<file path="src/rtl/comb_arith_8b_sra_pkg.sv">
// Shared width constants for the 8-bit arithmetic right shifter.
package comb_arith_8b_sra_pkg;
   localparam int DATA_W = 8;
   localparam int AMT_W  = 3;
endpackage

</file>
<file path="src/rtl/comb_arith_8b_sra_sra_stage.sv">
// One barrel-shifter stage: optionally shifts right by a fixed distance, filling with the sign.
module sra_stage
   import comb_arith_8b_sra_pkg::*;
#(
   parameter int SHIFT = 1
) (
   input  logic [DATA_W-1:0] din,
   input  logic              sel,
   input  logic              sign,
   output logic [DATA_W-1:0] dout
);

   always_comb begin
      dout = din;
      if (sel) begin
         dout = {{SHIFT{sign}}, din[DATA_W-1:SHIFT]};
      end
   end

endmodule

</file>
<file path="src/rtl/comb_arith_8b_sra.sv">
// Combinational 8-bit arithmetic right shifter built as a three-stage log barrel shifter.
module comb_arith_8b_sra
   import comb_arith_8b_sra_pkg::*;
(
   input  logic              clk,
   input  logic              reset,
   input  logic [DATA_W-1:0] in_,
   input  logic [AMT_W-1:0]  amt,
   output logic [DATA_W-1:0] out
);

   logic              sign;
   logic [DATA_W-1:0] s1;
   logic [DATA_W-1:0] s2;
   logic              unused_ctl;

   // clk/reset exist only for interface uniformity and never reach the datapath
   assign unused_ctl = clk ^ reset;

   assign sign = in_[DATA_W-1];

   sra_stage #(.SHIFT(1)) u_stage1 (
      .din  (in_),
      .sel  (amt[0]),
      .sign (sign),
      .dout (s1)
   );

   sra_stage #(.SHIFT(2)) u_stage2 (
      .din  (s1),
      .sel  (amt[1]),
      .sign (sign),
      .dout (s2)
   );

   sra_stage #(.SHIFT(4)) u_stage4 (
      .din  (s2),
      .sel  (amt[2]),
      .sign (sign),
      .dout (out)
   );

endmodule

</file>
<file path="config.mk">
export PLATFORM = sky130hd
export DESIGN_NAME = comb_arith_8b_sra
export DESIGN_NICKNAME = d
export VERILOG_FILES = /design/src/rtl/comb_arith_8b_sra_pkg.sv /design/src/rtl/comb_arith_8b_sra_sra_stage.sv /design/src/rtl/comb_arith_8b_sra.sv
export SDC_FILE = /design/constraint.sdc
export NUM_CORES = 1
export LEC_CHECK = 0
export CAP_MARGIN = 15
export CORE_AREA = 2 2 39 41
export DETAILED_ROUTE_END_ITERATION = 10
export DIE_AREA = 0 0 41 43
export PLACE_DENSITY_LB_ADDON = 0.15
export RECOVER_POWER = 100
export SKIP_LAST_GASP = 1
export SLEW_MARGIN = 40
export SYNTH_ARGS = -nofsm -noshare
export SYNTH_HDL_FRONTEND = slang
export SYNTH_SLANG_ARGS = --single-unit
</file>
<file path="constraint.sdc">
create_clock -name vclk -period 1.2
set_input_delay 0.24 -clock vclk [all_inputs]
set_output_delay 0.24 -clock vclk [all_outputs]
set_load 0.1 [all_outputs]
</file>
# Word level (Yosys, flattened, before mapping)
# Index checks and enable logic that the tools add are counted.
word_totals:
  output_inout_bits: 8
  register_bits: 0
  elab_cells: 3
  inputBits: 13
op_classes:
  n_mux: 3
ops:
  columns: ["operator", "n"]
  rows:
  - ["2-to-1 mux 7 bit", 3]

# Longest topological paths before layout
logic_depth:
  depth_word: 3
  ltp_mapped: 4
  mapped_depth_nobuf: 3

# By module
# Synthesis repeated with hierarchy kept, for this count alone.
hier_totals:
  cells_unflattened: 27
  area_unflattened_um2: 394.1
by_module_without_submodules:
  columns: ["module", "cells_each", "seq_area_each_um2", "area_per_inst_um2", "instances"]
  rows:
  - ["sra_stage", 9, 0.0, 131.4, 3]

# Worst setup path after synthesis
# OpenSTA, ideal clock, no wires.
synth_path:
  kind: "input to output"
  start: "input amt[0]"
  end: "output out[3]"
  stages: 3
  path_slack_ps: -3036
  required_time_ps: 960
  path_buffers: 1
  arrival_ps: 3996
  path_cell_list: "buf_4 > mux2i_1 > o311ai_0"
synth_between:
  elab_chain_len: 3
synth_rtl:
  columns: ["element", "line_no", "rtl"]
  rows:
  - ["start: declaration", "comb_arith_8b_sra.sv:8", "input logic [AMT_W-1:0] amt,"]
  - ["2-to-1 mux 7 bit (3 in series)", "comb_arith_8b_sra_sra_stage.sv:15", "if (sel) begin"]
  - ["end: declaration", "comb_arith_8b_sra.sv:9", "output logic [DATA_W-1:0] out"]
# Every way passes these cells.

# Worst setup path after layout
layout_path:
  start: "input amt[0]"
  end: "output out[0]"
# The elaborated chain is that of the path after synthesis.

==> impl_metrics.xml <==
<?xml version="1.0" encoding="UTF-8"?>
<metrics>
  <group name="flow_run">
    <metric name="max_cap_violations" unit="">0</metric>
  </group>
  <group name="floorplan">
    <metric name="chipHeight" unit="microns">43</metric>
    <metric name="design.die.area" unit="sq mm">0.00176</metric>
    <metric name="initial_core_utilization" unit="">0.198</metric>
    <metric name="chipWidth" unit="microns">41</metric>
    <metric name="design.portCount" unit="">21</metric>
    <metric name="design.core.area" unit="sq mm">0.00138</metric>
    <metric name="fp-row-count" unit="">14</metric>
  </group>
  <group name="placement">
    <metric name="post_detailed_placement_half_perimeter_wirelength" unit="microns">936</metric>
    <metric name="io_buffers" unit="">19</metric>
    <metric name="place.detailed.instances" unit="">79</metric>
    <metric name="final_weighted_congestion_of_routability_driven_global_placement" unit="">0.797</metric>
    <metric name="dp_worst_setup_slack" unit="ns">-0.799</metric>
  </group>
  <group name="sta">
    <metric name="final_worst_setup_slack" unit="ns">-0.301</metric>
    <metric name="worst_slew_pin_slew" unit="ns">0.303</metric>
    <metric name="finalSetupTns" unit="ns">-1.71</metric>
    <metric name="post-route-min-period" unit="ns">1.50</metric>
    <metric name="grt_setup_unrepaired" unit="">true</metric>
    <metric name="min_period_over_period" unit="">1.25</metric>
    <metric name="setup_viol" unit="">7</metric>
    <metric name="final_number_of_max_transition_violations" unit="">0</metric>
    <metric name="slew_headroom" unit="">0.799</metric>
    <metric name="final_hold_viol_count" unit="">0</metric>
    <metric name="timing.hold.ws" unit="ns">1.02</metric>
    <metric name="timing.fmax" unit="MHz">666</metric>
  </group>
  <group name="logic_synthesis">
    <metric name="synth.avg_cell_area" unit="sq um">8.30</metric>
    <metric name="syn_area" unit="sq um">274</metric>
    <metric name="synth.yosys.warnings" unit="">0</metric>
    <metric name="seq_area_frac_synth" unit="">0</metric>
    <metric name="syn-instance-count" unit="">33</metric>
    <metric name="synth_cell_types" unit="">18</metric>
    <metric name="net_count_of_the_mapped_netlist" unit="">46</metric>
  </group>
  <group name="pwr">
    <metric name="total_leakage_power" unit="nW">0.358</metric>
    <metric name="power_density" unit="mW/mm^2">693</metric>
    <metric name="power" unit="mW">0.564</metric>
    <metric name="worst_ir_drop_vdd" unit="V">0.000397</metric>
  </group>
  <group name="hold_path">
    <metric name="hold_path_depth" unit="">4</metric>
    <metric name="timing.hold.worst_endpoint" unit="">out[3]</metric>
    <metric name="worst_min_delay_path_startpoint" unit="">amt[2]</metric>
    <metric name="timing.hold.worst.class" unit="">input port to primary output</metric>
  </group>
  <group name="cells_and_area">
    <metric name="num_antenna_cells" unit="">0</metric>
    <metric name="stdcell_count" unit="">84</metric>
    <metric name="finish.net_count" unit="">83</metric>
    <metric name="n_sequential_cell" unit="">0</metric>
    <metric name="register_area" unit="sq um">0</metric>
    <metric name="n_clock_buffer" unit="">0</metric>
    <metric name="post_route_cells_drive_above_1_share" unit="">0.868</metric>
    <metric name="area_growth_syn_to_layout" unit="%">197</metric>
  </group>
  <group name="global_route">
    <metric name="gr-usage-all-layers" unit="">0.165</metric>
    <metric name="antenna_found_initial" unit="">0</metric>
    <metric name="globalRouteOverflowTotal" unit="">0</metric>
    <metric name="wire_length_of_the_first_global_routing_pass" unit="mm">2.06</metric>
    <metric name="pin_count_of_the_biggest_net_entering_global_routing" unit="">10</metric>
    <metric name="via_count_of_the_first_global_routing_pass" unit="">436</metric>
  </group>
  <group name="worst_setup_path">
    <metric name="timing.critical_path.to_type" unit="">primary output</metric>
    <metric name="timing_worst_setup_path_type" unit="">input port to primary output</metric>
    <metric name="worstSetupStartpointType" unit="">input port</metric>
    <metric name="crit_required" unit="ns">0.96</metric>
    <metric name="crit_arrival" unit="ns">1.26</metric>
    <metric name="critical_path_peak_fanout" unit="">6</metric>
  </group>
  <group name="route">
    <metric name="routed-via-count" unit="">403</metric>
    <metric name="dr.pass1.iters" unit="">1</metric>
    <metric name="drt-wirelength-per-cell" unit="microns">15.2</metric>
    <metric name="initialDrtViolationCount" unit="">0</metric>
    <metric name="antenna_left" unit="">0</metric>
    <metric name="route.detailed.drc" unit="">0</metric>
    <metric name="routed_via_density" unit="">4.80</metric>
    <metric name="route.final.wire_length" unit="mm">1.28</metric>
  </group>
  <group name="run_status">
    <metric name="violations" unit="">setup timing</metric>
    <metric name="outcome" unit="">finished with violations</metric>
  </group>
</metrics>
report_power, final:
group | switching, mW | total, mW | internal [mW]
Clock | 0 | 0 | 0
Combinational | 0.317 | 0.564 | 0.247
Sequential | 0 | 0 | 0
Total | 0.317 | 0.564 | 0.247
kinds of logic after synthesis:
logic type,share of synthesized area
buf+inv,0.137
mux,0.507
compound gates,0.201
simple gates,0.155
worst max-delay path: stages:
cell and delay [ns]:
buf_6 0.10, buf_6 0.13, buf_6 0.11, or3_4 0.38, o311ai_4 0.08, buf_12 0.21
worst max-delay path by stage:
stage / cells after the start / from / to
floorplan: 3 / amt[0] / out[3]
global placement: 5 / amt[1] / out[2]
global route: 6 / amt[0] / out[0]
CTS: 6 / amt[0] / out[3]
detailed placement: 5 / amt[1] / out[2]
finish: 6 / amt[0] / out[0]
synthesized netlist by cell type (2+ instances only):
library cell	number	area [sq um]
mux2i_1	6	60.1
nand2_1	4	15.0
buf_4	3	22.5
mux2_2	3	33.8
nor2_1	3	11.3
mux4_2	2	45.0
layout make-up:
class | instances | area, sq um
multi-input combinational | 28 | 377
inverter | 1 | 3.75
timing repair buffer | 39 | 414
tap | 16 | 20.0
fill | 109 | 569
cells in the final DEF (no fill, tap or decap), types with 2 or more instances in the layout:
cell	Yosys	routed
buf_12	0	7
buf_2	0	4
buf_4	3	16
buf_6	1	6
buf_8	0	3
mux2_4	0	3
mux2i_1	6	2
mux2i_2	0	3
mux4_2	2	2
nand2_1	4	2
nand2_2	0	2
nor2_4	0	2
o311ai_4	0	2
layer usage:
layer  GRT usage  vias to the layer above  part of all wire
li1            -                      199                 -
met1       0.204                      192              0.36
met2       0.313                       10              0.60
met3     0.00524                        2             0.027
met4           0                        0             0.012
met5           0                        -                 0
metrics by stage:
step                      utilization  area [sq um]
after global placement          0.533           738
final                           0.589           815
after detailed placement        0.533           738
after floorplan                     -           398
after global routing            0.589           815
after CTS                       0.559           773
what timing repair did:
action / 4_1_cts / 5_1_grt
hold buffers: 0 / 0
setup buffers: 2 / 3
cloned: 0 / 0
setup endpoints to repair: 8 / 7
resized for setup: 52 / 13
pin swaps: 7 / 5
Note: power is estimated with default switching activity, not from simulation.
